### src/rtl/ldl_rr_dispatch.sv
// Round-robin credit-based dispatcher: fans one COS-tagged stream out to REQ_WIDTH sinks.
// Optional top-COS credit reserve enabled by `define LDL_RR_DISPATCH_RESERVE_EN.
module ldl_rr_dispatch #(
    parameter int BIN_WIDTH    = 3,
    parameter int COS_WIDTH    = 2,
    parameter int REQ_WIDTH    = 1 << BIN_WIDTH,
    parameter int CREDIT_WIDTH = 4,
    parameter int CREDIT_INIT  = 8,
    parameter int RESERVE      = 2
) (
    input  logic                 clk,
    input  logic                 rst,
    input  logic                 in_valid,
    input  logic [COS_WIDTH-1:0] in_cos,
    output logic                 in_ready,
    input  logic [REQ_WIDTH-1:0] credit_ret,
    output logic [REQ_WIDTH-1:0] grant,
    output logic [BIN_WIDTH-1:0] bin,
    output logic                 valid,
    output logic                 err
);

    localparam logic [CREDIT_WIDTH-1:0] INIT_C = CREDIT_WIDTH'(CREDIT_INIT);

    logic [CREDIT_WIDTH-1:0] credit_q [REQ_WIDTH];
    logic [CREDIT_WIDTH-1:0] credit_d [REQ_WIDTH];
    logic [BIN_WIDTH-1:0]    ptr_q, ptr_d;
    logic [REQ_WIDTH-1:0]    grant_q, grant_d;
    logic [BIN_WIDTH-1:0]    bin_q, bin_d;
    logic                    valid_q, valid_d;
    logic                    err_q, err_d;

    logic [REQ_WIDTH-1:0]    eligible;
    logic [BIN_WIDTH-1:0]    sel;
    logic [BIN_WIDTH-1:0]    idx;
    logic                    found;
    logic                    xfer;

`ifdef LDL_RR_DISPATCH_RESERVE_EN
    localparam logic [CREDIT_WIDTH-1:0] RES_C = CREDIT_WIDTH'(RESERVE);

    always_comb begin
        eligible = '0;
        for (int unsigned i = 0; i < REQ_WIDTH; i++) begin
            eligible[i] = (credit_q[i] > RES_C) ||
                          ((credit_q[i] != '0) && (in_cos == '1));
        end
    end
`else
    localparam int unsigned unused_reserve = RESERVE;
    logic unused_cos;
    assign unused_cos = ^in_cos;

    always_comb begin
        eligible = '0;
        for (int unsigned i = 0; i < REQ_WIDTH; i++) begin
            eligible[i] = credit_q[i] != '0;
        end
    end
`endif

    assign in_ready = |eligible;
    assign xfer     = in_valid && in_ready;

    // Rotating scan from ptr; index arithmetic wraps since REQ_WIDTH is a power of two.
    always_comb begin
        sel   = ptr_q;
        found = 1'b0;
        idx   = ptr_q;
        for (int unsigned k = 0; k < REQ_WIDTH; k++) begin
            idx = ptr_q + BIN_WIDTH'(k);
            if (!found && eligible[idx]) begin
                sel   = idx;
                found = 1'b1;
            end
        end
    end

    always_comb begin
        ptr_d   = ptr_q;
        grant_d = '0;
        bin_d   = bin_q;
        valid_d = 1'b0;
        err_d   = err_q;
        if (xfer) begin
            ptr_d      = sel + BIN_WIDTH'(1);
            grant_d[sel] = 1'b1;
            bin_d      = sel;
            valid_d    = 1'b1;
        end
        for (int unsigned i = 0; i < REQ_WIDTH; i++) begin
            credit_d[i] = credit_q[i];
            if (credit_ret[i] && !(xfer && (sel == BIN_WIDTH'(i)))) begin
                if (credit_q[i] >= INIT_C) begin
                    err_d = 1'b1;
                end else begin
                    credit_d[i] = credit_q[i] + CREDIT_WIDTH'(1);
                end
            end else if (!credit_ret[i] && xfer && (sel == BIN_WIDTH'(i))) begin
                credit_d[i] = credit_q[i] - CREDIT_WIDTH'(1);
            end
        end
    end

    always_ff @(posedge clk or posedge rst) begin
        if (rst) begin
            for (int unsigned i = 0; i < REQ_WIDTH; i++) begin
                credit_q[i] <= INIT_C;
            end
            ptr_q   <= '0;
            grant_q <= '0;
            bin_q   <= '0;
            valid_q <= 1'b0;
            err_q   <= 1'b0;
        end else begin
            for (int unsigned i = 0; i < REQ_WIDTH; i++) begin
                credit_q[i] <= credit_d[i];
            end
            ptr_q   <= ptr_d;
            grant_q <= grant_d;
            bin_q   <= bin_d;
            valid_q <= valid_d;
            err_q   <= err_d;
        end
    end

    assign grant = grant_q;
    assign bin   = bin_q;
    assign valid = valid_q;
    assign err   = err_q;

endmodule
### config.mk
export PLATFORM = sky130hd
export DESIGN_NAME = ldl_rr_dispatch
export DESIGN_NICKNAME = d
export VERILOG_FILES = /design/src/rtl/ldl_rr_dispatch.sv
export SDC_FILE = /design/constraint.sdc
export NUM_CORES = 1
export LEC_CHECK = 0
export ABC_AREA = 1
export BUFFER_PORTS_ARGS = -buffer_cell sky130_fd_sc_hd__buf_2
export CAP_MARGIN = 20
export CORE_UTILIZATION = 40
export DETAILED_ROUTE_END_ITERATION = 8
export PLACE_DENSITY = 0.61
export SYNTH_ARGS = -nofsm -noshare
export SYNTH_HDL_FRONTEND = slang
export SYNTH_SLANG_ARGS = --single-unit
### constraint.sdc
create_clock -name clk -period 4.14 [get_ports clk]
set_input_delay 0.414 -clock clk [delete_from_list [all_inputs] [get_ports clk]]
set_output_delay 0.414 -clock clk [all_outputs]
set_load 0.02 [all_outputs]
==> results of run 1 <==
-- metrics by stage --
stage	utilization, %	setup TNS, ns	hold WS [ns]	worst slack, ns	instance area, sq um
2_1_floorplan	-	0	0.480	0.322	3700
4_1_cts	47.6	0	0.373	0.0408	4210
3_3_place_gp	45.9	0	0.474	0.0435	4070
6_report	49.9	0	0.380	0.322	4420
3_5_place_dp	45.9	-0.0324	0.480	-0.0143	4070
5_1_grt	49.9	0	0.386	0.00325	4420
-- final cells by class --
type,count,share of cell area (%)
timing repair buffer,51,7.74
inverter,51,4.51
clock inverter,3,1.56
multi-input combinational,374,54.1
clock buffer,5,1.56
tap,108,3.06
sequential,48,27.5
-- flip-flops by register name, indices dropped and copies added, names as in the netlist --
| name | cells |
|---|---|
| credit_q | 32 |
| grant | 8 |
| bin | 3 |
| ptr_q | 3 |
| err | 1 |
| valid | 1 |
-- per-layer routing --
metal | global-route usage [%] | vias up | share of wire (%)
met1 | 24.7 | 1557 | 48
met3 | 2.93 | 4 | 2.3
met5 | 0 | - | 0
li1 | - | 1692 | -
met4 | 4.82 | 0 | 0.73
met2 | 32.7 | 42 | 49
-- cells in the mapped netlist, drive strengths merged --
| cell | n | area share (%) |
|---|---|---|
| dfstp | 8 | 5.7 |
| nand4 | 11 | 2.0 |
| a31oi | 1 | 0.17 |
| xor2 | 11 | 3.3 |
| nor2 | 46 | 5.1 |
| inv | 51 | 5.4 |
| mux2 | 2 | 0.61 |
| nor4 | 1 | 0.17 |
| dfrtp | 40 | 27 |
| o211ai | 4 | 0.81 |
| nand2 | 125 | 14 |
| xnor2 | 3 | 0.91 |
| nor3 | 1 | 0.14 |
| buf | 5 | 1.1 |
| ha | 24 | 8.1 |
| nand3b | 1 | 0.20 |
| o21ai | 19 | 2.6 |
| a211oi | 3 | 0.61 |
| fa | 8 | 4.3 |
| a21oi | 15 | 2.2 |
| nand3 | 94 | 14 |
| o31ai | 1 | 0.20 |
| or2 | 4 | 0.81 |
-- worst max path at each step --
stage           startpoint      endpoint  slack (ns)  cells after the start
6_report       credit_q[7]   credit_q[3]        0.32                     24
2_1_floorplan     ptr_q[1]  credit_q[19]        0.32                     23
5_1_grt           ptr_q[0]  credit_q[11]       0.003                     27
4_1_cts           ptr_q[0]   credit_q[7]        0.04                     27
3_3_place_gp      ptr_q[0]   credit_q[7]        0.04                     27
3_5_place_dp      ptr_q[0]   credit_q[7]       -0.01                     26
-- worst register-to-register path, stage by stage (launching register included) --
cell and delay, ns:
dfstp_2 0.57, nor2_2 0.07, nand3_1 0.14, nand3_1 0.12
nand2_1 0.13, inv_1 0.05, o21ai_1 0.20, inv_1 0.10
nand2_1 0.09, nor2_2 0.05, inv_2 0.07, nand4_1 0.16
xor2_2 0.25, buf_4 0.15, ha_1 0.20, ha_1 0.18
nand2_1 0.15, nand2_1 0.17, ha_1 0.36, a21oi_1 0.15
nand2_1 0.09, nand3_1 0.09, nand2_1 0.04, o21ai_0 0.06
o31ai_1 0.10
-- cell families after synthesis --
logic type      after synthesis
xor+xnor                     14
flops                        48
fa+ha+maj                    32
compound gates               43
buf+inv                      56
mux                           2
simple gates                283
-- repair_timing --
item	in CTS	in global routing
resized for setup	2	38
setup endpoints to repair	5	15
endpoints found under the hold margin	0	5
hold buffers	0	1
pin swaps	0	11
buffers inserted	0	5
==> results by stage, run 1 <==
Clock tree:
- The TritonCTS clock tree is built.
- The clock transition at the registers of the reported paths is 0.10 ns.
- The number of CTS-inserted buffers is 5.
- The latest clock arrival within the worst-skew pair is 0.31 ns.
- In this run the deepest clock path goes through 2 buffers.
- The root buffer selected by CTS is clkbuf_8.
- The clock tree synthesis step divided the H-tree into 2 levels.
- The sink count of the clock tree is 48.

Worst setup path:
- The worst register-to-register path ends at credit_q[3].
- STA puts the critical path data required time at 4.38 ns.
- The number of buffers and inverters on the critical path is 4.
- The data arrival at the endpoint of the critical path is 4.06 ns.
- For this design, the slowest cell found on the critical path is dfstp_2.
- The startpoint identified for the worst register-to-register timing path is credit_q[7].
- The internal reg-to-reg setup slack is 0.32 ns.
- In this design, the critical path's most frequently occurring cell is nand2_1.
- The startpoint-to-endpoint class of the critical path is register to register.
- The worst-case reg-to-reg path depth is 24.
- STA classifies the critical path startpoint as a register.
- The endpoint kind of the worst setup timing path is a register.
- The top fanout value on the critical path is 5.
- Walking the worst path, the cells encountered are nor2_2 -> nand3_1 -> nand3_1 -> nand2_1 -> inv_1 -> o21ai_1 -> inv_1 -> nand2_1 -> nor2_2 -> inv_2 -> nand4_1 -> xor2_2 -> buf_4 -> ha_1 -> ha_1 -> nand2_1 -> nand2_1 -> ha_1 -> a21oi_1 -> nand2_1 -> nand3_1 -> nand2_1 -> o21ai_0 -> o31ai_1.
- The longest individual stage delay on the worst path is 0.57 ns.
- Among cell families on the critical path, the largest total delay comes from simple AND/OR/NAND/NOR gates.

Logic synthesis:
- The synthesized netlist occupies a cell area of 3700 sq um.
- The synthesized-area fraction occupied by adder cells is 12.4%.
- The average size of a mapped cell is 7.74 sq um.
- The dominant combinational cell family by area after synthesis is simple AND/OR/NAND/NOR gates.
- The count of synthesis-stage warnings from yosys is 0.
- The share of the synthesized area in compound gates (AO/OA/AOI/OAI) is 6.59%.
- The number of distinct library cell variants in the gate-level netlist after synthesis is 42.
- The register bit total from synthesis is 48.
- When the netlist entered floorplanning its net count stood at 523.
- The simple-gate portion of the synthesized area is 36.9%.
- The xor/xnor share of the synthesized area is 4.23%.
- The cell count after synthesis came out at 478.
- The mux cell area share after synthesis is 0.609%.
- The portion of the post-synthesis area used by sequential elements is 32.7%.

Layout:
- The number of diodes is 0.
- Leaving out fill and tap cells, the most frequent cell in the layout is nand2_1.
- The signed area change from the synthesized netlist to the final layout is 19.3%.
- For this run, the number of standard cells in the final layout without fillers is 640.
- The layout filler cell count is 866.
- The combined flip-flop and latch cell area is 1210 sq um.
- The library cells used most frequently in the layout, excluding fill and tap cells, are 109 x nand2_1, 80 x nand3_1, 38 x dfrtp_1.
- The area of the multi-input gates is 2390 sq um.
- After the last flow step, the layout net total stands at 576.
- The fraction of final layout cells sized beyond drive strength 1 is 28.4%.

Detailed routing:
- The average routed wire per standard cell is 13.3 um.
- The detailed-routing iteration count for the pre-antenna-repair pass is 4.
- After detailed routing, the number of remaining DRC violations is 0.
- The detailed-route vias per instance is 5.15.
- After the first detailed-routing iteration, the DRC count stood at 148.
- The count of nets left with antenna violations once routing finished came out at 0.
- The total wirelength of the detailed-routed design is 8.54 mm.
- The number of vias after detailed routing is 3295.

GRT:
- The total overflow left after global routing is 0.
- The maximum number of pins on one net before global-route repair is 49.
- In the global route stage, overall resource usage came out at 18.9%.
- The via count of the first global-routing pass is 3183.
- The first global-routing pass estimated 14.6 mm of wire.
- The initial antenna violation count came to 0.

Timing:
- The hold violation count in the final report is 0.
- The time the final worst path needs with I/O delays and setup is 3.82 ns.
- The worst pin sits at a relative slew slack of 65.9%.
- The worst-case clock skew is 0.00480 ns.
- The number of max-slew violations in the final report was 0.
- Setup repair after global routing left no endpoint under its margin.
- The worst-margin pin slew is 0.511 ns.
- In the finished design, the share of the clock period the worst path needs comes to 92.2%.
- The maximum clock frequency is 262 MHz.
- The number of failing setup endpoints in the final timing report is 0.

Floorplanning:
- The vertical die dimension is 98.2 um.
- The initial utilization of the core area, before any placement, comes to 41.8%.
- The total area inside the core boundary comes to 8850 sq um.
- The cell row count is 34.
- Pin placement for this block handled 27 I/O pins.
- The horizontal die dimension is 98.2 um.
- The die covers 9640 sq um.

Worst hold path:
- The tightest min-delay check is of the input port to register type.
- The worst hold path begins at credit_ret[7].
- Along the worst hold path, the cell count comes to 3.
- The sink of the worst hold path is credit_q[3].

Run status:
- The run finished with clean final reports.

Placement:
- Once placement completed, the tool counted placed cells totaling 625.
- The HPWL after detailed placement is 6.73 mm.
- The final weighted congestion in routability-driven placement is 0.824.
- Port buffering added 24 buffers.

Job:
- Max-cap violations in this run came to 0.
Power of run 1 is left out: the tool's default activity adds up to more than one toggle a clock period on the data nets, which glitch-free logic cannot reach.
==> inputs of run 2 (changes only) <==
Settings changed: SLEW_MARGIN set to 15.
Clock period 4.14 ns to 3.6 ns, I/O delays scaled along.
==> run 2 against run 1 <==
Compared with the run above:
- the run now ends with negative setup slack left
- critical path type unchanged
- cell area grew 36%
- sequential share of layout area shrank 7.2 points
- via count grew 21%
==> results by stage, run 2 (same netlist as run 1, synthesis figures left out) <==
Run status:
- The run finished, with violations left.
- The final reports fail on negative setup slack.

Placement:
- The number of instances in the placed design is 719.
- The HPWL after detailed placement is 7.63 mm.
- Input and output buffers added on the ports amount to 24.
- The final weighted congestion in routability-driven placement is 0.878.

Timing:
- The worst path setup slack after routing is -0.230 ns.
- The share of the clock period used by the worst path after layout is 106%.
- After layout, the minimum clock period comes to 3.83 ns.
- The relative slew slack is 41.0%.
- At the pin with the least slew margin, the transition time is 0.885 ns.
- The hold violation count in the final report came to 0.
- Across the routed clock network, the largest skew measured is 0.0153 ns.
- The worst hold slack after final layout is 0.189 ns.
- The maximum clock frequency is 261 MHz.
- The number of max-slew violations in the final report is 0.
- The number of failing setup endpoints in the final timing report is 24.
- Setup repair after global routing could not meet its margin everywhere.

Worst setup path:
- In this design, the stage delay of the slowest critical-path cell is 0.44 ns.
- The startpoint identified for the worst register-to-register timing path is ptr_q[0].
- The number of buffers and inverters on the critical path is 6.
- The kind of start point of the critical path is a register.
- The beginning of the critical path is ptr_q[0].
- Along the worst path, the maximum fanout reaches 6.
- The data arrival at the endpoint of the critical path is 4.08 ns.
- The startpoint-to-endpoint class of the critical path is register to register.
- The internal reg-to-reg setup slack is -0.23 ns.
- STA classifies the critical path endpoint as a register.
- Broken down by cell family, the worst path's largest delay share belongs to compound AO/OA/AOI/OAI gates.
- The slowest cell on the critical path is dfrtp_2.
- Data on the critical path is required at its endpoint by 3.85 ns.

Detailed routing:
- The detailed router finished its first iteration with 217 violations.
- Dividing the detail-routed wire length by the instance count gives 15.3 um.
- Dividing the detail-routed via count by the number of cells gives 5.25.
- For this run, design rule violations remaining after detail routing come to 0.
- Before antenna repair, the detailed router went through 6 iterations.
- The number of vias after detailed routing is 3992.
- The final antenna-violating net count is 0.
- The total wirelength of the detailed-routed design is 11.6 mm.

Worst hold path:
- The worst min-delay path category is input port to asynchronous set/reset pin.

Layout:
- Leaving out fill and tap cells, the most frequent cells in the layout are 133 x buf_4, 91 x nand2_1, 53 x nand3_1.
- For this run, the number of standard cells in the final layout without fillers is 760.
- The number of diodes is 0.
- The fraction of final layout cells sized beyond drive strength 1 is 56.0%.
- The number of flip-flops under the largest register name is 32.
- The most common library cell in the layout ignoring fill and taps is buf_4.
- The signed area change from the synthesized netlist to the final layout is 61.8%.
- In the final design database the tool counted 696 nets.
- Ranked by flip-flop count, first place goes to credit_q.

GRT:
- The initial antenna violation count came to 0.
- The first-pass GRT wire length is 17.7 mm.
- Entering global routing, the biggest net connects 49 pins.
- The total routing resource utilization after global routing is 22.7%.
- The final global-route overflow total is 0.
- The via count of the first global-routing pass was 3975.

Clock tree:
- Counting every sink on the clock net gives 48.
- The number of CTS-inserted buffers is 5.
- The root buffer selected by CTS is clkbuf_8.
- At the later pin of the worst-skew pair, clock insertion delay measures 0.31 ns.
- Clock-pin slew was measured on the worst setup and hold paths at 0.11 ns.
- The H-tree was split into 2 levels.
- The TritonCTS clock tree is built.
- The worst-case clock buffer depth is 2.

Floorplanning:
- Once the floorplan was initialized, standard cells occupied 41.8% of the core.
- The boundary pin count is 27.
- The die covers 9640 sq um.
- The cell row count is 34.
- The floorplan step defined a core boundary enclosing 8850 sq um.
- The horizontal die dimension is 98.2 um.
- The die is 98.2 um tall.

Job:
- The max capacitance violation total is 0.
[run 2: changes by cell type in the layout (fill, tap and decap cells not counted), moves of 6 or more]
cell | before | now
buf_4 | 24 | 133
nand3_1 | 80 | 53
nand2_1 | 109 | 91
ha_4 | 2 | 19
ha_1 | 20 | 4
nand3_2 | 12 | 28
buf_6 | 1 | 13
nand3_4 | 2 | 13
nand2_4 | 3 | 13
nand2_2 | 13 | 21
inv_1 | 36 | 29
o21ai_2 | 0 | 6
[run 2: final timing paths]
| kind | end | cells after the start |
|---|---|---|
| setup reg to reg | credit_q[15] | 26 |
| min in group clk | credit_q[27] | 3 |
| hold reg to reg | bin[0] | 2 |
| setup / recovery | credit_q[15] | 26 |
| max in group asynchronous | ptr_q[0] | 2 |
| hold / removal | credit_q[13] | 2 |
[run 2: cell type report]
| type | instances | area, sq um |
|---|---|---|
| clock buffer | 6 | 82.6 |
| clock inverter | 2 | 13.8 |
| fill | 669 | 2860 |
| inverter | 51 | 215 |
| multi-input combinational | 374 | 3040 |
| sequential | 48 | 1210 |
| tap | 108 | 135 |
| timing repair buffer | 171 | 1280 |
[run 2: metal layers]
metal  track usage (%)  part of all wire (%)
met3              3.36                   2.5
met4              6.77                   1.5
met1              28.4                    43
met2              40.5                    53
met5                 0                     0
[run 2: per-stage QoR]
step                area [sq um]  setup WS (ns)  util [%]  TNS (ns)
floorplan                   3720        0.00627         -         0
global placement            4790         -0.267      54.2     -2.64
detailed placement          4790         -0.431      54.2     -5.17
CTS                         5470        -0.0558      61.8    -0.172
global route                5980         -0.348      67.6     -5.90
finish                      5980         -0.230      67.6     -3.17
[run 2: timing repair]
action	4_1_cts	5_1_grt
resized for setup	91	94
hold buffers	0	0
buffers inserted	20	16
pin swaps	41	66
setup endpoints to repair	27	29
Power of run 2 is left out for the same reason.
==> inputs of run 3 (changes only) <==
Settings changed: ABC_AREA 1 to unset.
==> run 3 against run 2 <==
Compared with the run above:
- sequential cell count is the same
- highest routed layer unchanged
- sequential share of layout area shrank 1.0 points
- the flow still finishes with violations (negative setup slack)
- maximum frequency shrank 8.1%
- critical endpoint is now credit_q[11]
- count of clock-buffer cells in the layout shrank 1
==> results by stage, run 3 <==
Clock tree:
- The hold buffer count at CTS is 0.
- Counting every sink on the clock net gives 48.
- The number of CTS-inserted buffers is 5.
- The clock transition at the registers of the reported paths is 0.10 ns.
- The root buffer selected by CTS is clkbuf_8.
- The TritonCTS clock tree is built.
- The H-tree was split into 2 levels.
- The longest clock path from root to sink contains 2 buffers.
- At the later pin of the worst-skew pair, clock insertion delay measures 0.31 ns.

Layout:
- After routing the design area is 6290 sq um.
- The non-filler instance count after layout is 727.
- The area of the multi-input gates is 3320 sq um.
- In the layout the commonest cells are 146 x buf_4, 40 x dfrtp_1, 25 x nor2_1.
- The top register by number of flip-flops is credit_q.
- The post-route netlist has 57.5% of its cells at a drive strength greater than 1.
- The post-layout net count is 642.
- The most common library cell in the layout ignoring fill and taps is buf_4.
- The signed area change from the synthesized netlist to the final layout is 59.7%.
- Fill cells in the final layout number 737.
- The combined flip-flop and latch cell area is 1210 sq um.
- The number of diodes is 0.
- The number of flip-flops under the largest register name is 32.

Logic synthesis:
- The commonest cells after synthesis are 40 x dfrtp_1, 32 x nor2_1, 27 x nand2_1.
- The total nets after synthesis is 461.
- The dominant cell type by area after synthesis is dfrtp_1.
- Synthesis produced a netlist whose cell count is 416.
- The most common cell in the synthesized netlist is dfrtp_1.
- Summed over its instances, the top area cell type makes up 25.4% of the synthesized netlist area.
- The count of synthesis-stage warnings from yosys is 0.
- The count of flip-flops with a built-in enable after synthesis is 0.
- In the post-synthesis netlist, the biggest area contributors are dfrtp_1 25%, ha_1 7.6%, dfstp_2 5.3%.
- Synthesis inferred 48 register bits.
- Summing the areas of all and, or, nand and nor instances in the mapped netlist gives 19.1% of the synthesized area.
- The cell area after synthesis is 3940 sq um.
- The predominant post-synthesis flop cell is dfrtp_1.
- The share of the synthesized area in compound gates (AO/OA/AOI/OAI) is 23.4%.
- The proportion of synthesized flip-flops having asynchronous set or reset is 100%.
- By area, the combinational part of the netlist is dominated by compound AO/OA/AOI/OAI gates.
- The portion of the post-synthesis area used by sequential elements is 30.7%.
- The number of distinct library cell variants in the gate-level netlist after synthesis is 79.
- The xor/xnor share of the synthesized area is 4.89%.
- The average size of a mapped cell is 9.47 sq um.
- The synthesized-area fraction occupied by adder cells is 11.7%.
- Measured against the total synthesized area, the mux share comes to 6.41%.

GRT:
- The final global-route overflow total is 0.
- The initial antenna violation count is 0.
- In the global route stage, overall resource usage came out at 25.4%.
- The via count of the first global-routing pass is 4069.
- Entering global routing, the biggest net connects 49 pins.
- The first-pass GRT wire length is 20.2 mm.

Worst setup path:
- Along the worst path, the maximum fanout reaches 7.
- The worst endpoint required time is 3.86 ns.
- The slowest cell on the critical path is or4_4.
- The most numerous cell on the critical path is a21o_1.
- The worst-case reg-to-reg path depth is 17.
- The worst setup path is launched from a register.
- The longest individual stage delay on the worst path is 0.60 ns.
- STA classifies the critical path endpoint as a register.
- The number of buffers and inverters on the critical path is 1.
- Walking the worst path, the cells encountered are or4_4 -> o22ai_4 -> nor2_4 -> a2111oi_4 -> and3b_2 -> a21oi_2 -> o211a_1 -> a22oi_2 -> buf_4 -> ha_2 -> nand4_1 -> nand2_2 -> ha_4 -> a21o_1 -> a21o_1 -> or4_1 -> nand3_1.
- The total number of cells along the worst setup path is 17.
- Data arrives at the worst endpoint at 4.43 ns.
- The kind of cell with the highest combined delay along the critical path is simple AND/OR/NAND/NOR gates.
- By startpoint and endpoint, the worst setup path is classified as register to register.

Power and ir drop:
- Cell internal power was estimated by the tool at 3560 uW.
- Combinational logic is responsible for 80.1% of the overall power.
- The total power after layout is 6400 uW.
- Per report_power, the clock group accounts for 5.3% of the total.
- For this design the static power due to leakage is 0.00274 uW.
- The maximum vdd drop is 419 uV.
- Net switching is 44.4% of the power.
- Summed over all nets, the switching power comes to 2840 uW.
- In this run the power density over the cells is 1020 nW/um^2.
- The fraction of power consumed by sequential logic is 14.6%.

Detailed routing:
- Dividing the detail-routed wire length by the instance count gives 17.3 um.
- The detailed-routing iteration count for the pre-antenna-repair pass is 5.
- In this run, the number of DRC markers left after iteration 0 of detailed routing was 256.
- The detailed-route vias per instance is 5.52.
- In the routed design, unresolved DRC markers number 0.
- In this run the remaining antenna-violating nets after routing total 0.
- The total wirelength of the detailed-routed design is 12.6 mm.
- For this block, the via count after detailed routing is 4011.

Floorplanning:
- The boundary pin count is 27.
- The horizontal die dimension is 101 um.
- The initial utilization of the core area, before any placement, comes to 42.0%.
- The initialized floorplan defines 35 standard-cell rows.
- The vertical die dimension is 101 um.
- After floorplanning, the core was sized to cover 9370 sq um.
- The die covers 10300 sq um.

Timing:
- Counting I/O delays and the setup requirement, the final critical path takes 4.17 ns.
- Static timing analysis puts the maximum clock frequency at 240 MHz.
- Setup repair after global routing could not meet its margin everywhere.
- The relative slew slack is 42.7%.
- Once routing completed, OpenROAD measured the worst setup slack at -0.570 ns.
- The worst-case clock skew is 0.00733 ns.
- At the pin with the least slew margin, the transition time is 0.860 ns.
- The share of the clock period used by the worst path after layout is 116%.
- The total negative slack is -10.34 ns.
- The number of failing setup endpoints in the final timing report is 32.
- The number of max-slew violations in the final report is 0.
- The hold violation count in the final report was 0.

Placement:
- The final weighted congestion in routability-driven placement is 0.936.
- The total half-perimeter wirelength after legalization and detailed placement is 8.86 mm.
- The number of instances in the placed design is 692.
- The area after detailed placement is 5410 sq um.
- The count of buffers inserted at the top-level ports is 24.

Run status:
- The final reports fail on negative setup slack.
- The run finished, with violations left.

Job:
- The max capacitance violation total is 0.

Worst hold path:
- The worst min-delay path category is input port to asynchronous set/reset pin.
## run 3: cell types whose count changed after synthesis, moves of 8 or more
cell,change
a21o_1,+14
inv_1,-29
inv_2,-10
mux2i_1,+8
nand2_1,-85
nand2_2,-9
nand3_1,-67
nand4_1,-8
nor2_1,-9
o21ai_0,+13
o22ai_1,+8
## run 3: what timing repair did
item                       4_1_cts  5_1_grt
gates cloned                     0        0
resized for setup               93       28
buffers inserted                26       10
setup endpoints to repair       33       33
pin swaps                       55       18
## run 3: final timing paths
check | from | to | slack [ns]
min reg2reg | bin[2] | bin[2] | 0.51
max reg2reg | credit_q[11] | credit_q[11] | -0.57
min | rst | credit_q[2] | 0.18
max | credit_q[11] | credit_q[11] | -0.57
max in group asynchronous | rst | grant[6] | 2.91
min in group clk | credit_ret[1] | credit_q[25] | 0.34
## run 3: routing by layer
layer	global-route usage (%)	vias to the layer above	wire (um)
met5	0	-	0
met4	8.47	0	255
met3	2.28	20	421
met2	43.0	88	6390
met1	34.2	1981	5540
li1	-	1922	-
## run 3: metrics by stage
| step | setup slack (ns) | util (%) | hold slack [ns] |
|---|---|---|---|
| 2_1_floorplan | -0.669 | - | 0.457 |
| 3_3_place_gp | -0.598 | 57.7 | 0.494 |
| 3_5_place_dp | -0.723 | 57.7 | 0.490 |
| 4_1_cts | -0.429 | 65.1 | 0.331 |
| 5_1_grt | -0.700 | 67.1 | 0.246 |
| 6_report | -0.570 | 67.1 | 0.179 |
## run 3: layout make-up
| cell class | count | share of cell area [%] |
|---|---|---|
| clock buffer | 5 | 1.09 |
| clock inverter | 3 | 0.298 |
| inverter | 11 | 0.915 |
| multi-input combinational | 341 | 52.8 |
| sequential | 48 | 19.3 |
| tap | 129 | 2.57 |
| timing repair buffer | 190 | 23.1 |
## run 3: kinds of logic (layout without fill, tap and decap cells)
group | Yosys count | in the layout
AND/OR/NAND/NOR | 136 | 136
multiplexers | 22 | 22
flip-flops | 48 | 48
AO/OA/AOI/OAI | 129 | 129
buffers and inverters | 27 | 209
XOR/XNOR | 22 | 22
adder cells (fa/ha/maj) | 32 | 32
## run 3: worst reg2reg max path: stages (launching register included)
cell and delay [ns]:
dfstp_2 0.39, or4_4 0.60, o22ai_4 0.25, nor2_4 0.10, a2111oi_4 0.32, and3b_2 0.28, a21oi_2 0.07, o211a_1 0.12
a22oi_2 0.23, buf_4 0.15, ha_2 0.19, nand4_1 0.18, nand2_2 0.20, ha_4 0.21, a21o_1 0.18, a21o_1 0.18
or4_1 0.39, nand3_1 0.08
## run 3: power by group through the flow
stage	clock network (uW)	logic, uW	registers (uW)
after floorplan	0	2210	1090
after CTS	342	4790	937
after detailed placement	0	4060	941
final	337	5120	937
after global placement	0	3980	927
after global routing	365	5500	964
No activity file was read; power rests on OpenSTA's default activity.
